<file path="src/rtl/mem_lsu32_if.sv">
// Core-side request/response and memory-side read/write port bundle for mem_lsu32.
// slave is the LSU's view; master is the core/memory environment's view.
interface mem_lsu32_if;
  logic        in_req_valid;
  logic        out_req_ready;
  logic        in_req_write;
  logic [1:0]  in_req_size;
  logic        in_req_unsigned;
  logic [31:0] in_req_address;
  logic [31:0] in_req_data;
  logic        out_resp_valid;
  logic        in_resp_ready;
  logic [31:0] out_resp_data;
  logic        out_resp_exception;
  logic [31:0] out_read_address;
  logic [31:0] in_read_data;
  logic        in_read_exception;
  logic        out_write_enable;
  logic [31:0] out_write_address;
  logic [31:0] out_write_data;
  logic        in_write_exception;

  modport slave (
    input  in_req_valid, in_req_write, in_req_size, in_req_unsigned,
           in_req_address, in_req_data, in_resp_ready,
           in_read_data, in_read_exception, in_write_exception,
    output out_req_ready, out_resp_valid, out_resp_data, out_resp_exception,
           out_read_address, out_write_enable, out_write_address, out_write_data
  );

  modport master (
    output in_req_valid, in_req_write, in_req_size, in_req_unsigned,
           in_req_address, in_req_data, in_resp_ready,
           in_read_data, in_read_exception, in_write_exception,
    input  out_req_ready, out_resp_valid, out_resp_data, out_resp_exception,
           out_read_address, out_write_enable, out_write_address, out_write_data
  );
endinterface

</file>
<file path="src/rtl/mem_lsu32.sv">
// Load/store unit: word-aligned memory accesses, load lane extract/extend,
// sub-word stores as read-modify-write of the containing word.
//
// state | meaning
// IDLE  | ready for a request
// READ  | containing word on the read port, captured at end of cycle
// WRITE | single write strobe with the merged word
// RESP  | response held until the core takes it
module mem_lsu32 #(
  parameter bit          MISALIGN_CHECK     = 1'b1,
  parameter logic [31:0] RESP_DATA_ON_STORE = 32'h0
) (
  input logic          CLK,
  input logic          RESET,
  mem_lsu32_if.slave   bus
);

  typedef enum logic [1:0] {IDLE, READ, WRITE, RESP} state_e;

  state_e      state_q, state_d;
  logic        write_q, write_d;
  logic [1:0]  size_q, size_d;
  logic        uns_q, uns_d;
  logic [1:0]  lane_q, lane_d;
  logic [15:0] sdata_q, sdata_d;
  logic [31:0] resp_data_q, resp_data_d;
  logic        resp_exc_q, resp_exc_d;
  logic [31:0] read_addr_q, read_addr_d;
  logic [31:0] write_addr_q, write_addr_d;
  logic [31:0] write_data_q, write_data_d;

  logic        accept;
  logic        req_exc;
  logic [1:0]  req_lane;
  logic [4:0]  shamt;
  logic [31:0] rd_shifted;
  logic [31:0] load_val;
  logic [31:0] lane_mask;
  logic [31:0] merged;

  assign accept = (state_q == IDLE) && bus.in_req_valid;

  always_comb begin
    req_exc = 1'b0;
    if (bus.in_req_size == 2'd3) begin
      req_exc = 1'b1;
    end else if (MISALIGN_CHECK) begin
      req_exc = ((bus.in_req_size == 2'd1) && bus.in_req_address[0]) ||
                ((bus.in_req_size == 2'd2) && (bus.in_req_address[1:0] != 2'b00));
    end
  end

  // Without the misalign check the low bits are forced to natural alignment.
  always_comb begin
    req_lane = bus.in_req_address[1:0];
    if (bus.in_req_size == 2'd1) req_lane[0] = 1'b0;
    if (bus.in_req_size == 2'd2) req_lane    = 2'b00;
  end

  assign shamt      = {lane_q, 3'b000};
  assign rd_shifted = bus.in_read_data >> shamt;

  always_comb begin
    load_val  = bus.in_read_data;
    lane_mask = 32'hFFFF_FFFF;
    merged    = {16'h0, sdata_q};
    if (size_q == 2'd0) begin
      load_val  = uns_q ? {24'h0, rd_shifted[7:0]} : {{24{rd_shifted[7]}}, rd_shifted[7:0]};
      lane_mask = 32'h0000_00FF << shamt;
      merged    = (bus.in_read_data & ~lane_mask) | ({24'h0, sdata_q[7:0]} << shamt);
    end else if (size_q == 2'd1) begin
      load_val  = uns_q ? {16'h0, rd_shifted[15:0]} : {{16{rd_shifted[15]}}, rd_shifted[15:0]};
      lane_mask = 32'h0000_FFFF << shamt;
      merged    = (bus.in_read_data & ~lane_mask) | ({16'h0, sdata_q} << shamt);
    end
  end

  always_ff @(posedge CLK) begin
    if (!RESET) state_q <= IDLE;
    else        state_q <= state_d;
  end

  always_comb begin
    state_d = state_q;
    unique case (state_q)
      IDLE: begin
        if (accept) begin
          if (req_exc)                                            state_d = RESP;
          else if (bus.in_req_write && (bus.in_req_size == 2'd2)) state_d = WRITE;
          else                                                    state_d = READ;
        end
      end
      READ:    state_d = (bus.in_read_exception || !write_q) ? RESP : WRITE;
      WRITE:   state_d = RESP;
      RESP:    if (bus.in_resp_ready) state_d = IDLE;
      default: state_d = IDLE;
    endcase
  end

  always_comb begin
    write_d      = write_q;
    size_d       = size_q;
    uns_d        = uns_q;
    lane_d       = lane_q;
    sdata_d      = sdata_q;
    resp_data_d  = resp_data_q;
    resp_exc_d   = resp_exc_q;
    read_addr_d  = read_addr_q;
    write_addr_d = write_addr_q;
    write_data_d = write_data_q;
    unique case (state_q)
      IDLE: begin
        if (accept) begin
          write_d = bus.in_req_write;
          size_d  = bus.in_req_size;
          uns_d   = bus.in_req_unsigned;
          lane_d  = req_lane;
          sdata_d = bus.in_req_data[15:0];
          if (req_exc) begin
            resp_data_d = 32'h0;
            resp_exc_d  = 1'b1;
          end else begin
            read_addr_d = {bus.in_req_address[31:2], 2'b00};
            if (bus.in_req_write && (bus.in_req_size == 2'd2)) begin
              write_addr_d = {bus.in_req_address[31:2], 2'b00};
              write_data_d = bus.in_req_data;
            end
          end
        end
      end
      READ: begin
        if (bus.in_read_exception) begin
          resp_data_d = 32'h0;
          resp_exc_d  = 1'b1;
        end else if (!write_q) begin
          resp_data_d = load_val;
          resp_exc_d  = 1'b0;
        end else begin
          write_addr_d = read_addr_q;
          write_data_d = merged;
        end
      end
      WRITE: begin
        resp_data_d = RESP_DATA_ON_STORE;
        resp_exc_d  = bus.in_write_exception;
      end
      default: ;
    endcase
  end

  always_ff @(posedge CLK) begin
    if (!RESET) begin
      write_q      <= 1'b0;
      size_q       <= 2'd0;
      uns_q        <= 1'b0;
      lane_q       <= 2'd0;
      sdata_q      <= 16'h0;
      resp_data_q  <= 32'h0;
      resp_exc_q   <= 1'b0;
      read_addr_q  <= 32'h0;
      write_addr_q <= 32'h0;
      write_data_q <= 32'h0;
    end else begin
      write_q      <= write_d;
      size_q       <= size_d;
      uns_q        <= uns_d;
      lane_q       <= lane_d;
      sdata_q      <= sdata_d;
      resp_data_q  <= resp_data_d;
      resp_exc_q   <= resp_exc_d;
      read_addr_q  <= read_addr_d;
      write_addr_q <= write_addr_d;
      write_data_q <= write_data_d;
    end
  end

  // Strobe and ready are gated by RESET so a reset mid-WRITE never commits.
  always_comb begin
    bus.out_req_ready      = (state_q == IDLE) && RESET;
    bus.out_resp_valid     = (state_q == RESP);
    bus.out_write_enable   = (state_q == WRITE) && RESET;
    bus.out_resp_data      = resp_data_q;
    bus.out_resp_exception = resp_exc_q;
    bus.out_read_address   = read_addr_q;
    bus.out_write_address  = write_addr_q;
    bus.out_write_data     = write_data_q;
  end

endmodule

</file>
<file path="src/flat_wrapper.sv">
// flat-port wrapper written by rule: the top's interface ports become plain ports
module mem_lsu32_flat 
#(
  parameter bit          MISALIGN_CHECK     = 1'b1,
  parameter logic [31:0] RESP_DATA_ON_STORE = 32'h0
)
  (CLK, RESET, bus_in_req_valid, bus_in_req_write, bus_in_req_size, bus_in_req_unsigned, bus_in_req_address, bus_in_req_data, bus_in_resp_ready, bus_in_read_data, bus_in_read_exception, bus_in_write_exception, bus_out_req_ready, bus_out_resp_valid, bus_out_resp_data, bus_out_resp_exception, bus_out_read_address, bus_out_write_enable, bus_out_write_address, bus_out_write_data);
  mem_lsu32_if bus_i ();
  input logic CLK;
  input logic RESET;
  input wire logic [$bits(bus_i.in_req_valid)-1:0] bus_in_req_valid;
  input wire logic [$bits(bus_i.in_req_write)-1:0] bus_in_req_write;
  input wire logic [$bits(bus_i.in_req_size)-1:0] bus_in_req_size;
  input wire logic [$bits(bus_i.in_req_unsigned)-1:0] bus_in_req_unsigned;
  input wire logic [$bits(bus_i.in_req_address)-1:0] bus_in_req_address;
  input wire logic [$bits(bus_i.in_req_data)-1:0] bus_in_req_data;
  input wire logic [$bits(bus_i.in_resp_ready)-1:0] bus_in_resp_ready;
  input wire logic [$bits(bus_i.in_read_data)-1:0] bus_in_read_data;
  input wire logic [$bits(bus_i.in_read_exception)-1:0] bus_in_read_exception;
  input wire logic [$bits(bus_i.in_write_exception)-1:0] bus_in_write_exception;
  output wire logic [$bits(bus_i.out_req_ready)-1:0] bus_out_req_ready;
  output wire logic [$bits(bus_i.out_resp_valid)-1:0] bus_out_resp_valid;
  output wire logic [$bits(bus_i.out_resp_data)-1:0] bus_out_resp_data;
  output wire logic [$bits(bus_i.out_resp_exception)-1:0] bus_out_resp_exception;
  output wire logic [$bits(bus_i.out_read_address)-1:0] bus_out_read_address;
  output wire logic [$bits(bus_i.out_write_enable)-1:0] bus_out_write_enable;
  output wire logic [$bits(bus_i.out_write_address)-1:0] bus_out_write_address;
  output wire logic [$bits(bus_i.out_write_data)-1:0] bus_out_write_data;
  assign bus_i.in_req_valid = bus_in_req_valid;
  assign bus_i.in_req_write = bus_in_req_write;
  assign bus_i.in_req_size = bus_in_req_size;
  assign bus_i.in_req_unsigned = bus_in_req_unsigned;
  assign bus_i.in_req_address = bus_in_req_address;
  assign bus_i.in_req_data = bus_in_req_data;
  assign bus_i.in_resp_ready = bus_in_resp_ready;
  assign bus_i.in_read_data = bus_in_read_data;
  assign bus_i.in_read_exception = bus_in_read_exception;
  assign bus_i.in_write_exception = bus_in_write_exception;
  assign bus_out_req_ready = bus_i.out_req_ready;
  assign bus_out_resp_valid = bus_i.out_resp_valid;
  assign bus_out_resp_data = bus_i.out_resp_data;
  assign bus_out_resp_exception = bus_i.out_resp_exception;
  assign bus_out_read_address = bus_i.out_read_address;
  assign bus_out_write_enable = bus_i.out_write_enable;
  assign bus_out_write_address = bus_i.out_write_address;
  assign bus_out_write_data = bus_i.out_write_data;
  mem_lsu32 #(.MISALIGN_CHECK(MISALIGN_CHECK), .RESP_DATA_ON_STORE(RESP_DATA_ON_STORE)) u_core (.CLK(CLK), .RESET(RESET), .bus(bus_i));
endmodule
</file>
<file path="config.mk">
export PLATFORM = sky130hd
export DESIGN_NAME = mem_lsu32_flat
export DESIGN_NICKNAME = d
export VERILOG_FILES = /design/src/rtl/mem_lsu32_if.sv /design/src/rtl/mem_lsu32.sv /design/src/flat_wrapper.sv
export SDC_FILE = /design/constraint.sdc
export NUM_CORES = 1
export LEC_CHECK = 0
export ABC_AREA = 1
export CORE_AREA = 5 5 131 133
export DETAILED_ROUTE_END_ITERATION = 6
export DIE_AREA = 0 0 136 138
export PLACE_DENSITY = 0.81
export SLEW_MARGIN = 5
export SYNTH_ARGS = -nofsm -noshare
export SYNTH_HDL_FRONTEND = slang
export SYNTH_SLANG_ARGS = --single-unit
</file>
<file path="constraint.sdc">
create_clock -name CLK -period 2.65 [get_ports CLK]
set_input_delay 0.6625 -clock CLK [delete_from_list [all_inputs] [get_ports CLK]]
set_output_delay 0.6625 -clock CLK [all_outputs]
set_load 0.01 [all_outputs]
</file>
Word level (Yosys, flattened, before mapping)
Index checks and enable logic that the tools add are counted.

Word-level logic and storage cells: 94. Output and inout bits: 132. Input bits: 106. Register bits: 151.

Eq/ne operators: 15. Mux-type cells: 37. Shift operators: 5. Reductions and logical operators: 19. Bitwise gates (word level): 7.

Operators with widths (count): 32-bit 2-to-1 mux (20); 32-bit case mux with 2 select lines (2); 32-bit case mux with 3 select lines (1); 32-bit AND (2); 32-bit inverter (2); 32-bit bitwise OR (2); 16-bit by 5-bit << shifter with 32-bit output (1); 16-bit by 5-bit << shifter with 32-bit output, first input constant (1); 8-bit by 5-bit << shifter with 32-bit output (1); 8-bit by 5-bit << shifter with 32-bit output, first input constant (1); 32-bit by 5-bit right shift with 16-bit output (1); 2-bit 2-to-1 mux (5); 2-bit == test, second input constant (4); 2-bit inequality test, second input constant (4); 2-bit case mux with 4 select lines (1); 1-bit 2-to-1 mux (7); 2-bit by 1-bit == test with 1-bit output, second input constant (3); 1-bit logical AND (6); 2-bit by 1-bit inequality test with 1-bit output, second input constant (3); 6-bit AND reduction (1); 2-bit logical NOT (2); 2-bit AND reduction (2); 4-bit AND reduction (1); 2-bit nonzero test (2); other kinds (7) (8).

Longest topological paths before layout
Gate-level depths: netlist (run 1).

Depth in word-level cells: 9. Gate-level depth with buffers: 12. Gate-level depth less buffers: 10.

Least setup slack after synthesis (run 1)
OpenSTA, ideal clock, no wires.

Kind: in2out. From: in RESET. To: out bus_out_req_ready. Setup slack: 735 ps. Arrival time: 1253 ps. Cell stages on the path: 4. Path buffers: 2. Cells stage by stage: clkbuf_1 > clkbuf_1 > nand2_1 > inv_1.

Longest elaborated chain between the ends: 1.

RTL lines: start, declared (line flat_wrapper.sv:10) `input logic RESET;`; 1-bit logical AND (line mem_lsu32.sv:179) `bus.out_req_ready = (state_q == IDLE) && RESET;`; end, declared (line flat_wrapper.sv:21) `output wire logic [$bits(bus_i.out_req_ready)-1:0] bus_out_req_ready;`.

No other way between the ends.

Worst setup path in the final report (run 1)
From: reg u_core.state_q[1]. To: out bus_out_req_ready.

Longest elaborated chain between the ends: 2.

RTL lines: start, declared (line mem_lsu32.sv:20) `state_e state_q, state_d;`; start signal, assigned (line mem_lsu32.sv:80) `else state_q <= state_d;`; 2-bit logical NOT (line mem_lsu32.sv:179); 1-bit logical AND (line mem_lsu32.sv:179).

No other way between the ends.

==> summary.txt, run 1 <==
Worst setup path
  – CP Cell Sequence: inv_1 > ha_2 > nand2_1 > inv_1 > clkdlybuf4s50_1
  – CP delay by family, top: buffers and inverters
  – Critical Path AT: 1.82 ns
  – Worst-path maximum fanout: 7
  – CP Launch Point: u_core.state_q[1]
  – Type of origin of the critical path: register
  – WP data required: 1.99 ns
  – CP peak stage delay: 0.53 ns
  – Reg2reg start: u_core.state_q[1]
  – Crit path capture type: output port
  – CP bufs+invs: 3
  – Crit Path Class: register to output port
  – CP most frequent cell: inv_1
  – Critical-path top delay cell: clkdlybuf4s50_1

Power
  – Combinational Power Share: 48.0%
  – Sequential fraction of design power: 29.0%
  – Peak supply drop: 0.527 mV
  – Switching share of power: 41.8%
  – Total internal power: 6.27 mW
  – Static Leakage: 4.29 nW
  – Final Power: 10.8 mW
  – Clock share of power: 23.0%
  – Switching power: 4.50 mW
  – Pwr Density: 987 nW/um^2

Floorplanning
  – I/O Pins: 238
  – # rows: 46
  – Core area: 15,700 sq um
  – Die height: 138 microns
  – Chip width: 136 microns
  – Die area: 18,800 sq um
  – Initial Utilization: 49.9%

Detailed routing
  – Average wire per standard cell: 17.1 microns
  – Drt drc: 1
  – 1st-pass router iterations: 7
  – Routed vias: 8,862
  – DRT Wirelength: 28.1 mm
  – Post-route ant nets: 0
  – Initial drt markers: 817
  – Via/cell ratio: 5.39

Global route
  – Pin count of the biggest net entering global routing: 58
  – Remaining global-route overflow: 0
  – First-pass GRT wire length: 44.4 mm
  – GRT Total Usage: 29.2%
  – Vias in the first global route: 8,482
  – Initial antenna violation count: 0

Timing
  – Post-route clock period utilization: 93.8%
  – TNS Setup: 0 ns
  – Final setup viols: 0
  – Fin. max-slew vios: 0
  – Clk_skew: 0.0107 ns
  – Final period demand of the worst path: 2.49 ns
  – Hold Fails Final Rpt: 0
  – RSZ-0062 raised after global routing: no
  – Slew headroom: 50.8%
  – Fmax: 402 MHz
  – Worst slew pin tran: 0.735 ns

Layout
  – Area growth, synth to finish: 39.1%
  – Fin area: 10,900 sq um
  – Filler cell count: 1,420
  – Share of cells above drive strength 1: 5.46%
  – Non-filler instance count after layout: 1,644
  – Inserted Diodes: 0
  – Final core area utilization: 69.4%
  – Nets: 1,530

Clock tree
  – H-tree depth: 4
  – Root Buffer: clkbuf_16
  – Hold_buf cts: 0
  – Worst-Skew Late Latency: 0.42 ns
  – Num CTS Buffers: 17
  – CTS resizes: 0
  – Setup Fix Bufs, Post-CTS: 0
  – CTS Buffer Depth: 2
  – CTS tree: built
  – Clk sink count: 149
  – Clk slew on worst S/H paths: 0.06 ns

Synthesis
  – Mapped Area: 7850 sq um
  – Syn avg cell area: 6.41 sq um
  – Post-synth top area cell: dfxtp_1
  – Seq/Total Area, Yosys: 38.0%
  – Commonest cells post-synth: 335 x nand2_1, 210 x a21oi_1, 149 x dfxtp_1
  – Main synth FF type: dfxtp_1
  – Count leader, synth: nand2_1
  – Yosys cell types: 26
  – Synth area leaders: dfxtp_1 38%, nand2_1 16%, a21oi_1 13%
  – Synth top area share: 38.0%
  – Synth Register Bits: 149
  – Synth warn: 0
  – Post-synth EDFFs: 0
  – Ys async rst share: 0%
  – Post-Syn Instances: 1,224

Run
  – MaxCap Viol Count: 0

Placement
  – Port-buffer cells: 233
  – Area post-placement: 10,300 sq um
  – GP Congestion: 0.970
  – Hpwl dp: 20.4 mm
  – Placed cell count: 1,612

Hold path
  – Hold Crit Start: u_core.bus.out_resp_data[11]
  – Hold Crit Class: register to register

Run status
  – Violated checks: design-rule violations
  – Outcome: finished, violations left
-- final timing paths --
| check | depth (start not counted) | slack (ns) | endpoint |
|---|---|---|---|
| setup reg to reg | 9 | 0.58 | u_core.bus.out_resp_data[26] |
| hold / removal | 2 | 0.46 | u_core.bus.out_resp_data[11] |
| setup / recovery | 5 | 0.16 | bus_out_req_ready |
| hold reg to reg | 2 | 0.46 | u_core.bus.out_resp_data[11] |
-- layout by cell type (no fill, tap or decap), drive strengths merged --
master,instances
nand2,338
clkdlybuf4s50,232
a21oi,210
dfxtp,149
o21ai,138
inv,101
nor2,99
nand3,50
buf,29
o22ai,20
clkbuf,17
o211ai,14
ha,9
clkinv,6
conb,4
a22oi,3
bufinv,3
clkinvlp,3
a211oi,1
nand4,1
nor3,1
-- worst reg2reg max path, stage by stage (launching register included) --
cell and delay (ns):
dfxtp_1 0.34, inv_1 0.14, ha_4 0.36, nand2_4 0.13
o21ai_0 0.24, inv_1 0.08, nand2_2 0.10, buf_4 0.32
nand2_1 0.12, a21oi_1 0.17
-- layer usage --
layer	up-vias	GRT usage (%)	wire length (microns)
met4	0	11.7	986
met1	3983	36.3	11000
met5	-	0	0
met2	439	45.9	12700
met3	66	10.6	3360
li1	4374	-	-
-- sequential cells by signal, indices dropped and copies added, names as in the netlist --
signal	flops
u_core.bus.out_resp_data	32
u_core.bus.out_write_data	32
u_core.bus.out_read_address	30
u_core.bus.out_write_address	30
u_core.sdata_q	16
u_core.lane_q	2
u_core.size_q	2
u_core.state_q	2
u_core.bus.out_resp_exception	1
u_core.uns_q	1
u_core.write_q	1
-- per-stage QoR --
step | hold WS, ns | setup slack [ns]
CTS | 0.464 | 0.0666
finish | 0.462 | 0.165
floorplan | 0.439 | 0.735
global route | 0.480 | 0.0675
detailed placement | 0.455 | 0.223
global placement | 0.451 | 0.294
-- layout make-up --
class	count	area (sq um)	share of cell area, %
Multi-Input combinational cell	888	4090	37.5
Clock buffer	17	425	3.90
Clock inverter	15	176	1.62
Sequential cell	149	2980	27.3
Tap cell	216	270	2.48
Inverter	98	368	3.37
Timing Repair Buffer	261	2600	23.8
-- power groups by stage --
stage,clock network [mW],logic [mW],registers (mW)
floorplan,0,2.88,3.30
global placement,0,5.06,3.14
detailed placement,0,5.11,3.16
CTS,2.51,5.14,3.12
global route,2.61,5.68,3.19
finish,2.48,5.16,3.12
-- kinds of logic (layout without fill, tap and decap cells) --
kind of cell             count (synthesis)  after routing  share of synthesized area (%)
AO/OA/AOI/OAI                          386            386                           25.5
adder cells (fa/ha/maj)                  9              9                           1.44
buffers and inverters                  190            391                           10.3
flip-flops                             149            149                           38.0
other                                    1              4                         0.0478
AND/OR/NAND/NOR                        489            489                           24.7
No activity file was read; power rests on OpenSTA's default activity.
==> run 2: changes to the inputs <==
--- a/config.mk
+++ b/config.mk
@@ -6,10 +6,10 @@
 export NUM_CORES = 1
 export LEC_CHECK = 0
 export ABC_AREA = 1
-export CORE_AREA = 5 5 131 133
+export CORE_AREA = 5 5 134 136
 export DETAILED_ROUTE_END_ITERATION = 6
-export DIE_AREA = 0 0 136 138
-export PLACE_DENSITY = 0.81
+export DIE_AREA = 0 0 139 141
+export PLACE_DENSITY = 0.78
 export SLEW_MARGIN = 5
 export SYNTH_ARGS = -nofsm -noshare
 export SYNTH_HDL_FRONTEND = slang
==> constraint.sdc (replaced) <==
create_clock -name CLK -period 2.6 [get_ports CLK]
set_input_delay 0.65 -clock CLK [delete_from_list [all_inputs] [get_ports CLK]]
set_output_delay 0.65 -clock CLK [all_outputs]
set_load 0.01 [all_outputs]
==> summary.txt, run 2 (synthesized netlist as in run 1, its figures left out) <==
Run status
  – Outcome: complete, no violations

Timing
  – Final period demand of the worst path: 2.46 ns
  – Post-route clock period utilization: 94.8%
  – TNS Setup: 0 ns
  – Post-route setup slack: 0.136 ns
  – Fin. max-slew vios: 0
  – Hold_ws: 0.463 ns
  – Hold Fails Final Rpt: 0
  – Clk_skew: 0.00835 ns
  – Worst slew pin tran: 0.967 ns
  – Fmax: 406 MHz
  – RSZ-0062 raised after global routing: no
  – Slew headroom: 35.3%
  – Final setup viols: 0

Layout
  – Fin area: 10,900 sq um
  – Final core area utilization: 64.5%
  – Inserted Diodes: 0
  – Commonest non-fill, non-tap cells in the layout: 335 x nand2_1, 232 x clkdlybuf4s50_1, 210 x a21oi_1
  – Share of cells above drive strength 1: 5.19%
  – Non-filler instance count after layout: 1,651
  – Nets: 1,529
  – Most common cell after layout, fill and taps aside: nand2_1
  – Area growth, synth to finish: 38.3%

Global route
  – First-pass GRT wire length: 43.1 mm
  – Pin count of the biggest net entering global routing: 96
  – Remaining global-route overflow: 0
  – GRT Total Usage: 27.0%
  – Initial antenna violation count: 1
  – Vias in the first global route: 8,342

Clock tree
  – CTS Buffer Depth: 2
  – Clk sink count: 149
  – Num CTS Buffers: 17
  – CTS tree: built
  – Setup Fix Bufs, Post-CTS: 0
  – Root Buffer: clkbuf_16
  – H-tree depth: 4
  – Worst-Skew Late Latency: 0.43 ns
  – Hold_buf cts: 0
  – Clk slew on worst S/H paths: 0.06 ns

Run
  – MaxCap Viol Count: 0

Detailed routing
  – Post-route ant nets: 0
  – Via/cell ratio: 5.38
  – 1st-pass router iterations: 5
  – DRT Wirelength: 27.2 mm
  – Average wire per standard cell: 16.5 microns
  – Drt drc: 0
  – Initial drt markers: 839
  – Routed vias: 8,878

Worst setup path
  – CP most frequent cell: inv_1
  – Crit path capture type: output port
  – CP Cell Sequence: inv_1 > ha_2 > nand2_1 > inv_1 > clkdlybuf4s50_1
  – CP peak stage delay: 0.52 ns
  – Critical Path AT: 1.81 ns
  – Crit Path Class: register to output port
  – WP data required: 1.95 ns
  – Type of origin of the critical path: register
  – Critical-path top delay cell: clkdlybuf4s50_1
  – Worst-path maximum fanout: 7

Floorplanning
  – Core area: 16,800 sq um
  – Chip width: 139 microns
  – Initial Utilization: 46.7%
  – # rows: 48
  – Die height: 141 microns
  – I/O Pins: 238
  – Die area: 19,600 sq um

Placement
  – Port-buffer cells: 233
  – GP Congestion: 0.966
  – Placed cell count: 1,620
  – Hpwl dp: 19.6 mm
  – Area post-placement: 10,300 sq um
  – DP Worst Slack: 0.200 ns

Power
  – Pwr Density: 985 nW/um^2
  – Static Leakage: 4.26 nW
  – Peak supply drop: 0.604 mV
  – Final Power: 10.7 mW

Hold path
  – Hold Crit Class: register to register
[run 2: cell types whose count changed in the layout (fill, tap and decap cells not counted), sizes merged]
cell,delta
clkinv,-3
buf,-1
bufinv,-2
clkbuf,+4
[run 2: path summary, 6_finish.rpt]
kind,from,end,slack (ns),cells after the start
max reg2reg,u_core.state_q[1],u_core.bus.out_write_address[6],0.57,6
min,u_core.bus.out_write_data[16],u_core.bus.out_write_data[16],0.46,2
min reg2reg,u_core.bus.out_write_data[16],u_core.bus.out_write_data[16],0.46,2
max,u_core.state_q[1],bus_out_req_ready,0.14,5
[run 2: repair_timing]
item	4_1_cts	5_1_grt
endpoints found under the setup margin	0	1
resized for setup	0	1
hold endpoints to repair	0	0
[run 2: layout make-up]
| type | instances | area (sq um) |
|---|---|---|
| multi-input combinational | 888 | 4080 |
| inverter | 98 | 368 |
| clock inverter | 10 | 97.6 |
| sequential | 149 | 2980 |
| fill | 1531 | 5960 |
| clock buffer | 21 | 460 |
| timing repair buffer | 260 | 2580 |
| tap | 225 | 282 |
[run 2: power breakdown]
group	switching, mW	internal (mW)	leakage, nW
sequential	0.363	2.83	1.21
combinational	3.10	2.02	2.78
clock	0.996	1.37	0.266
[run 2: critical path, delay by kind of cell (launching register included)]
kind,cells,cell delay (ns)
fa+ha+maj,1,0.28
buf+inv,3,0.71
flops,1,0.34
simple gates,1,0.07
[run 2: metal layers]
| metal | wire [microns] | track usage [%] | vias to the layer above |
|---|---|---|---|
| met3 | 2520 | 8.68 | 63 |
| met5 | 11 | 0 | - |
| li1 | - | - | 4372 |
| met4 | 874 | 10.6 | 2 |
| met2 | 12900 | 45.2 | 369 |
| met1 | 11000 | 32.5 | 4072 |
==> run 3: changes to the inputs <==
--- a/config.mk
+++ b/config.mk
@@ -6,9 +6,9 @@
 export NUM_CORES = 1
 export LEC_CHECK = 0
 export ABC_AREA = 1
-export CORE_AREA = 5 5 134 136
+export CORE_AREA = 3 3 132 134
 export DETAILED_ROUTE_END_ITERATION = 6
-export DIE_AREA = 0 0 139 141
+export DIE_AREA = 0 0 135 137
 export PLACE_DENSITY = 0.78
 export SLEW_MARGIN = 5
 export SYNTH_ARGS = -nofsm -noshare
==> summary.txt, run 3 (synthesized netlist as in run 1, its figures left out) <==
Run status
  – Outcome: complete, no violations

Layout
  – Nets: 1,531
  – Inserted Diodes: 0
  – Most common cell after layout, fill and taps aside: nand2_1
  – Area growth, synth to finish: 38.4%
  – Share of cells above drive strength 1: 5.12%
  – Fin area: 10,900 sq um
  – Final core area utilization: 66.2%
  – Commonest non-fill, non-tap cells in the layout: 335 x nand2_1, 232 x clkdlybuf4s50_1, 210 x a21oi_1

Power
  – Switching power: 4.50 mW
  – Combinational Power Share: 48.4%
  – Clock share of power: 21.9%
  – Final Power: 10.8 mW
  – Pwr Density: 992 nW/um^2
  – Total internal power: 6.27 mW
  – Sequential fraction of design power: 29.7%
  – Peak supply drop: 0.546 mV
  – Static Leakage: 4.27 nW
  – Switching share of power: 41.7%

Run
  – MaxCap Viol Count: 0

Worst setup path
  – Crit path capture type: output port
  – Type of origin of the critical path: register
  – Crit Path Class: register to output port
  – Worst-path maximum fanout: 7
  – Critical Path AT: 1.83 ns
  – WP data required: 1.95 ns

Detailed routing
  – DRT Wirelength: 27.4 mm
  – Average wire per standard cell: 16.7 microns
  – Initial drt markers: 894
  – Post-route ant nets: 0
  – Top sig layer: met4
  – Drt drc: 0
  – Via/cell ratio: 5.40
  – Routed vias: 8,882
  – Met2 Routed Length: 12.6 mm
  – Met1 Routed Length: 10.8 mm
  – 1st-pass router iterations: 6
  – Met3 wire len: 3.03 mm

Floorplanning
  – Chip width: 135 microns
  – Die height: 137 microns
  – Initial Utilization: 47.8%
  – Core area: 16,400 sq um
  – # rows: 47
  – Die area: 18,500 sq um
  – I/O Pins: 238

Clock tree
  – H-tree depth: 4
  – Num CTS Buffers: 17
  – Root Buffer: clkbuf_16
  – CTS tree: built
  – Hold_buf cts: 0
  – Clk slew on worst S/H paths: 0.06 ns
  – CTS Buffer Depth: 2
  – Clk sink count: 149
  – Worst-Skew Late Latency: 0.42 ns

Timing
  – TNS Setup: 0 ns
  – Final setup viols: 0
  – Final period demand of the worst path: 2.48 ns
  – Worst slew pin tran: 1.21 ns
  – Hold Fails Final Rpt: 0
  – Slew headroom: 18.8%
  – Fmax: 404 MHz
  – Fin. max-slew vios: 0
  – RSZ-0062 raised after global routing: no
  – Clk_skew: 0.00814 ns
  – Post-route clock period utilization: 95.2%

Placement
  – GP Congestion: 0.952
  – Port-buffer cells: 233
  – Hpwl dp: 19.8 mm
  – Area post-placement: 10,300 sq um

Global route
  – First-pass GRT wire length: 43.4 mm
  – Remaining global-route overflow: 0
  – Pin count of the biggest net entering global routing: 60
  – GRT Total Usage: 29.5%
  – Vias in the first global route: 8,231
  – Initial antenna violation count: 0

Hold path
  – Hold Crit Class: register to register
==> run 3: cell count changes in the layout (fill, tap and decap cells not counted) <==
cell        change
inv_6           -3
buf_12          +1
clkbuf_8        -2
clkinv_2        +1
clkbuf_1        +1
buf_4           +1
bufinv_16       +1
clkinvlp_4      -2
clkinv_4        +2
==> run 3: through the flow <==
stage | instances | setup WS, ns | hold WS, ns
after floorplan | 1227 | 0.710 | 0.439
after global placement | 1617 | 0.269 | 0.451
after detailed placement | 1617 | 0.197 | 0.456
after CTS | 1646 | 0.0188 | 0.464
after global routing | 1646 | 0.0343 | 0.480
final | 1646 | 0.125 | 0.463
==> run 3: worst paths after layout <==
path / to / startpoint / slack (ns) / cells after the start
worst max-delay path: bus_out_req_ready / u_core.state_q[0] / 0.12 / 5
worst min-delay path: u_core.bus.out_resp_data[20] / u_core.bus.out_resp_data[20] / 0.46 / 2
worst max register to register: u_core.bus.out_write_data[22] / u_core.lane_q[1] / 0.36 / 9
worst min register to register: u_core.bus.out_resp_data[20] / u_core.bus.out_resp_data[20] / 0.46 / 2
==> run 3: layout make-up <==
class	count	area [sq um]
multi-input cells	888	4080
fillers	1499	5550
flip-flops and latches	149	2980
inverters	98	368
well taps	220	275
repair buffers	262	2610
clock inverters	9	109
clock buffers	20	437
==> run 3: routing by layer <==
layer,GRT usage (%),vias to the layer above
met5,0,-
met4,12.7,0
met3,9.96,60
met2,47.0,431
met1,36.4,4012
li1,-,4379
==> run 3: what timing repair did <==
action,4_1_cts,5_1_grt
buffers inserted,0,0
endpoints found under the setup margin,0,1
gates resized for setup,0,1
==> run 3: critical path: stages (launching register included) <==
cell	delay, ns
dfxtp_1	0.36
inv_1	0.12
ha_2	0.28
nand2_1	0.07
inv_1	0.05
clkdlybuf4s50_1	0.52
==> run 3: power groups by stage <==
stage	sequential (mW)	combinational, mW	clock (mW)
final	3.20	5.22	2.36
after global routing	3.26	5.75	2.49
after CTS	3.20	5.19	2.38
after detailed placement	3.23	5.16	0
after global placement	3.22	5.11	0
after floorplan	3.37	2.94	0
